$ cat src/rtl/dot_accum_if.sv
// dot_accum_if: beat inputs and row result outputs of the dot_accum lane.
// master drives beats; slave is the compute lane.
interface dot_accum_if #(
    parameter int LANES  = 8,
    parameter int IWIDTH = 8,
    parameter int OWIDTH = 32
);
    logic                       ivalid;
    logic [LANES*IWIDTH-1:0]    vec_data;
    logic [LANES*IWIDTH-1:0]    mat_data;
    logic                       accum_first;
    logic                       accum_last;
    logic signed [OWIDTH-1:0]   result;
    logic                       ovalid;

    modport master (
        output ivalid, vec_data, mat_data,
        output accum_first, accum_last,
        input  result, ovalid
    );

    modport slave (
        input  ivalid, vec_data, mat_data,
        input  accum_first, accum_last,
        output result, ovalid
    );
endinterface

$ cat src/rtl/dot_accum.sv
// dot_accum: pipelined signed word dot product accumulated across a row.
// Define DOT_ACCUM_SAT_EN to saturate accumulation instead of wrapping.
module dot_accum #(
    parameter int LANES  = 8,
    parameter int IWIDTH = 8,
    parameter int OWIDTH = 32
) (
    input logic        clk,
    input logic        rst,
    dot_accum_if.slave io_bus
);
    localparam int LOG2 = $clog2(LANES);
    localparam int TW   = 2*IWIDTH + LOG2;

    logic                    r_s0_v;
    logic                    r_s0_f;
    logic                    r_s0_l;
    logic [LANES*IWIDTH-1:0] r_s0_vec;
    logic [LANES*IWIDTH-1:0] r_s0_mat;

    always_ff @(posedge clk) begin
        if (rst) r_s0_v <= 1'b0;
        else     r_s0_v <= io_bus.ivalid;
        r_s0_f   <= io_bus.accum_first;
        r_s0_l   <= io_bus.accum_last;
        r_s0_vec <= io_bus.vec_data;
        r_s0_mat <= io_bus.mat_data;
    end

    // Level 0 holds the products; each later level halves the count
    // and grows one bit.
    for (genvar l = 0; l <= LOG2; l++) begin : g_lvl
        localparam int W = 2*IWIDTH + l;
        localparam int N = LANES >> l;

        logic signed [W-1:0] r_sum [N];
        logic                r_v;
        logic                r_f;
        logic                r_l;

        if (l == 0) begin : g_mul
            always_ff @(posedge clk) begin
                if (rst) r_v <= 1'b0;
                else     r_v <= r_s0_v;
                r_f <= r_s0_f;
                r_l <= r_s0_l;
                for (int k = 0; k < N; k++) begin
                    r_sum[k] <=
                        W'($signed(r_s0_vec[k*IWIDTH +: IWIDTH])) *
                        W'($signed(r_s0_mat[k*IWIDTH +: IWIDTH]));
                end
            end
        end else begin : g_add
            always_ff @(posedge clk) begin
                if (rst) r_v <= 1'b0;
                else     r_v <= g_lvl[l-1].r_v;
                r_f <= g_lvl[l-1].r_f;
                r_l <= g_lvl[l-1].r_l;
                for (int k = 0; k < N; k++) begin
                    r_sum[k] <=
                        W'(g_lvl[l-1].r_sum[2*k]) +
                        W'(g_lvl[l-1].r_sum[2*k+1]);
                end
            end
        end
    end

    logic                     w_top_v;
    logic                     w_top_f;
    logic                     w_top_l;
    logic signed [TW-1:0]     w_top_s;
    logic signed [OWIDTH-1:0] w_sext;
    logic signed [OWIDTH-1:0] w_acc_nxt;
    logic signed [OWIDTH-1:0] r_acc;
    logic                     r_fin;
    logic signed [OWIDTH-1:0] r_result;
    logic                     r_ovalid;

    assign w_top_v = g_lvl[LOG2].r_v;
    assign w_top_f = g_lvl[LOG2].r_f;
    assign w_top_l = g_lvl[LOG2].r_l;
    assign w_top_s = g_lvl[LOG2].r_sum[0];
    assign w_sext  = OWIDTH'(w_top_s);

`ifdef DOT_ACCUM_SAT_EN
    logic signed [OWIDTH:0] w_wide;
    assign w_wide = (OWIDTH+1)'(r_acc) + (OWIDTH+1)'(w_sext);

    // Overflow shows as the top two bits of the wide sum disagreeing.
    always_comb begin
        w_acc_nxt = w_wide[OWIDTH-1:0];
        if (w_top_f) begin
            w_acc_nxt = w_sext;
        end else if (w_wide[OWIDTH] != w_wide[OWIDTH-1]) begin
            w_acc_nxt = w_wide[OWIDTH]
                ? {1'b1, {(OWIDTH-1){1'b0}}}
                : {1'b0, {(OWIDTH-1){1'b1}}};
        end
    end
`else
    always_comb begin
        w_acc_nxt = r_acc + w_sext;
        if (w_top_f) w_acc_nxt = w_sext;
    end
`endif

    always_ff @(posedge clk) begin
        if (rst) begin
            r_acc <= '0;
            r_fin <= 1'b0;
        end else begin
            r_fin <= w_top_v & w_top_l;
            if (w_top_v) r_acc <= w_acc_nxt;
        end
    end

    always_ff @(posedge clk) begin
        if (rst) begin
            r_result <= '0;
            r_ovalid <= 1'b0;
        end else begin
            r_ovalid <= r_fin;
            if (r_fin) r_result <= r_acc;
        end
    end

    assign io_bus.result = r_result;
    assign io_bus.ovalid = r_ovalid;
endmodule

$ cat src/flat_wrapper.sv
// flat-port wrapper written by rule: the top's interface ports become plain ports
module dot_accum_flat 
#(
    parameter int LANES  = 8,
    parameter int IWIDTH = 8,
    parameter int OWIDTH = 32
)
  (clk, rst, io_bus_ivalid, io_bus_vec_data, io_bus_mat_data, io_bus_accum_first, io_bus_accum_last, io_bus_result, io_bus_ovalid);
  dot_accum_if #(.LANES(LANES), .IWIDTH(IWIDTH), .OWIDTH(OWIDTH)) io_bus_i ();
  input logic clk;
  input logic rst;
  input wire logic [$bits(io_bus_i.ivalid)-1:0] io_bus_ivalid;
  input wire logic [$bits(io_bus_i.vec_data)-1:0] io_bus_vec_data;
  input wire logic [$bits(io_bus_i.mat_data)-1:0] io_bus_mat_data;
  input wire logic [$bits(io_bus_i.accum_first)-1:0] io_bus_accum_first;
  input wire logic [$bits(io_bus_i.accum_last)-1:0] io_bus_accum_last;
  output wire logic [$bits(io_bus_i.result)-1:0] io_bus_result;
  output wire logic [$bits(io_bus_i.ovalid)-1:0] io_bus_ovalid;
  assign io_bus_i.ivalid = io_bus_ivalid;
  assign io_bus_i.vec_data = io_bus_vec_data;
  assign io_bus_i.mat_data = io_bus_mat_data;
  assign io_bus_i.accum_first = io_bus_accum_first;
  assign io_bus_i.accum_last = io_bus_accum_last;
  assign io_bus_result = io_bus_i.result;
  assign io_bus_ovalid = io_bus_i.ovalid;
  dot_accum #(.LANES(LANES), .IWIDTH(IWIDTH), .OWIDTH(OWIDTH)) u_core (.clk(clk), .rst(rst), .io_bus(io_bus_i));
endmodule
$ cat config.mk
export PLATFORM = sky130hd
export DESIGN_NAME = dot_accum_flat
export DESIGN_NICKNAME = d
export VERILOG_FILES = /design/src/rtl/dot_accum_if.sv /design/src/rtl/dot_accum.sv /design/src/flat_wrapper.sv
export SDC_FILE = /design/constraint.sdc
export NUM_CORES = 2
export LEC_CHECK = 0
export CORE_MARGIN = 1
export CORE_UTILIZATION = 28
export CTS_BUF_LIST = sky130_fd_sc_hd__clkbuf_8
export DETAILED_ROUTE_END_ITERATION = 12
export PLACE_DENSITY = 0.42
export SLEW_MARGIN = 20
export SYNTH_ARGS = -nofsm -noshare
export SYNTH_HDL_FRONTEND = slang
export SYNTH_SLANG_ARGS = --single-unit
$ cat constraint.sdc
create_clock -name clk -period 6.25 [get_ports clk]
set_clock_uncertainty 0.15 [all_clocks]
set_input_delay 0.9375 -clock clk [delete_from_list [all_inputs] [get_ports clk]]
set_output_delay 0.9375 -clock clk [all_outputs]
set_load 0.005 [all_outputs]
==> reports/qor.yml <==
fin_crit_sh_pct: 76.3
cts_resized: 0
avgSynthCellArea_um2: 9.65
clock_path_buffers: 3
grt_setup_unrepaired: "no"
total_leakage_power_nw: 19.5
hold_buffers: 0
fin_nets: 4948
p_per_area_mw_per_mm2: 445
cp_max_fo: 8
die_w_um: 362
critical-path-max-stage-delay_ns: 0.53
critical_path_class: "reg -> reg"
path_buf_inv: 4
synth-seq-cells: 460
fmaxAchievable_ghz: 0.210
netlist_area_mm2: 0.0363
cp_cell_sequence: "and2_1 > fa_1 > inv_1 > fa_1 > inv_1 > fa_1 > inv_1 > fa_1 > inv_1 > ha_1 > o21ai_0 > a21boi_0 > o21ai_0 > a21boi_0 > o21a_1 > o21ai_0 > nand2b_1 > a21oi_1 > xnor2_1"
routed_wl_um: 79800
die_area_mm2: 0.131
area_delta_synth_final_pct: 15.8
min_to: "u_core.g_lvl[0].r_l"
status: "finished, final reports clean"
yosysWarnings: 0
syn_nets: 4716
cp_data_arrival_time_ns: 5.29
grt_pass1_wl_um: 136000
final_cell_mix: "inv_1 (739), dfxtp_1 (457), fa_1 (448)"
cp-end-kind: "register"
mostFrequentLayoutCell: "inv_1"
rows: 131
drive_above_1_share_pct: 4.38
r2r-end: "u_core.g_lvl[0].r_sum[1][30]"
grt_pass1_vias: 26300
synth_seq_area_share_pct: 25.4
grt_antenna_before_repair: 7
grt_overflow: 0
reg2regPathDepth: 19
critPathLaunchType: "register"
finalSetupViolations: 0
grtUsageTotal_pct: 12.9
hpwl_um: 65300
clk_pin_slew_ns: 0.06
cts-root-buf: "clkbuf_8"
syn_inst: 3756
finalHoldViolCount: 0
maxSlewViolCount: 0
htreeDepth: 3
ant_nets: 0
start_util_pct: 28.3
cts.sinks: 460
crit_slowest_cell: "fa_1"
critical-path-top-delay-family: "adder cells"
via_per_inst: 4.12
core_area_mm2: 0.128
first_pass_iters: 5
reg2reg_slack_ns: 1.48
post_cts_buffers: 0
drc: 0
cts_tree: "built"
synth_cell_types: 63
port_buffers: 165
ioPinCount: 166
post_drt_wl_per_cell_um: 13.8
clock_latency_ns: 0.75
slew-limit-headroom_pct: 27.3
irDropWorstVdd_mv: 0.221
async_flop_share_pct: 0
r2r_start: "u_core.r_s0_vec[45]"
synth_top_flop_cell: "dfxtp_1"
synth_edf_count: 0
min_period_ns: 4.77
drv_cap: 0
worst_hold_startpoint: "u_core.r_s0_l"
min_path_cells: 0
grt_max_degree: 75
via_count: 23800
die_h_um: 362
drt_iter0_drc: 677
gp_congestion: 0.790
numCtsBuffers: 93
setup_tns_ns: 0
crit_required_ns: 6.77
hp-class: "reg -> reg"
total_power_mw: 18.7
tightest_slew_ns: 1.09
-- worst max path at each step --
stage,start,depth (start not counted),end
after floorplan,u_core.r_s0_vec[37],19,u_core.g_lvl[0].r_sum[1][15]
after global placement,u_core.r_s0_mat[18],19,u_core.g_lvl[0].r_sum[0][46]
after detailed placement,u_core.r_s0_vec[11],19,u_core.g_lvl[0].r_sum[0][30]
after CTS,u_core.r_s0_vec[3],19,u_core.g_lvl[0].r_sum[0][14]
after global routing,u_core.r_s0_vec[42],19,u_core.g_lvl[0].r_sum[1][30]
final,u_core.r_s0_vec[45],19,u_core.g_lvl[0].r_sum[1][30]
-- Yosys cell counts, types with 6 or more instances --
| library cell | n | share of area, % |
|---|---|---|
| a21oi_1 | 111 | 1.5 |
| ha_1 | 379 | 13 |
| dfxtp_1 | 460 | 25 |
| o211ai_1 | 19 | 0.39 |
| or3_1 | 9 | 0.16 |
| a211oi_1 | 9 | 0.19 |
| a21o_1 | 39 | 0.81 |
| nor2_1 | 224 | 2.3 |
| o41ai_1 | 6 | 0.14 |
| mux2_2 | 12 | 0.37 |
| nand2_1 | 200 | 2.1 |
| o41a_1 | 9 | 0.28 |
| nand2b_1 | 45 | 0.78 |
| o21ai_0 | 96 | 1.3 |
| and2_1 | 338 | 5.8 |
| o21a_1 | 28 | 0.58 |
| fa_1 | 448 | 25 |
| inv_1 | 716 | 7.4 |
| nand3_1 | 25 | 0.35 |
| a31oi_1 | 10 | 0.17 |
| nor3_1 | 62 | 0.86 |
| mux2i_1 | 37 | 1.0 |
| xnor2_1 | 197 | 4.8 |
| a2111oi_0 | 6 | 0.14 |
| clkbuf_1 | 25 | 0.26 |
| nor2b_1 | 86 | 1.5 |
| a21boi_0 | 26 | 0.54 |
| a41o_1 | 8 | 0.22 |
| xor2_1 | 32 | 0.77 |
| o21bai_1 | 12 | 0.25 |
| and3_1 | 11 | 0.19 |
-- through the flow --
stage / area, µm² / instances / worst slack [ns] / util [%] / hold slack, ns
after floorplan: 36300 / 3756 / 1.85 / - / 0.160
after global placement: 40000 / 5622 / 1.53 / 31.2 / 0.163
after detailed placement: 40000 / 5622 / 1.50 / 31.2 / 0.162
after CTS: 42000 / 5790 / 1.46 / 32.8 / 0.180
after global routing: 42000 / 5792 / 1.06 / 32.8 / 0.183
final: 42000 / 5792 / 1.48 / 32.8 / 0.177
-- sequential cells by signal, indices dropped and copies added (netlist names) --
register,count
u_core.r_s0_f,1
u_core.g_lvl.r_sum,251
u_core.r_fin,1
u_core.r_s0_vec,64
u_core.g_lvl.r_f,4
u_core.r_acc,32
u_core.r_s0_l,1
u_core.io_bus.result,32
u_core.g_lvl.r_l,4
u_core.g_lvl.r_v,4
u_core.io_bus.ovalid,1
u_core.r_s0_v,1
u_core.r_s0_mat,64
-- cell families after synthesis --
| logic type | Yosys count | share of synthesized area [%] |
|---|---|---|
| adders and majority gates | 827 | 37.8 |
| xor gates and xnor gates | 229 | 5.53 |
| AOI/OAI and AO/OA | 421 | 7.59 |
| and+or+nand+nor | 1025 | 14.6 |
| buffers and inverters | 745 | 7.72 |
| muxes | 49 | 1.39 |
| DFF | 460 | 25.4 |
-- per-layer routing --
metal / global-route usage [%] / share of wire, %
met5: 0 / 0.069
met4: 3.42 / 2.2
met3: 2.66 / 3.5
met2: 21.9 / 47
met1: 16.5 / 47
-- cell type report --
type	count	area, µm²
fill	13400	86000
timing repair buffer	166	1650
clock inverter	49	363
sequential	460	9210
antenna	2	5.00
multi-input combinational	2551	24200
clock buffer	119	1640
tap	1729	2160
inverter	716	2690
-- power by group --
part           internal [mW]  switching [mW]  total, mW
registers               3.98           0.561       4.54
clock network           1.88            1.44       3.32
logic                   5.08            5.74       10.8
Note: power is estimated with default switching activity, not from simulation.
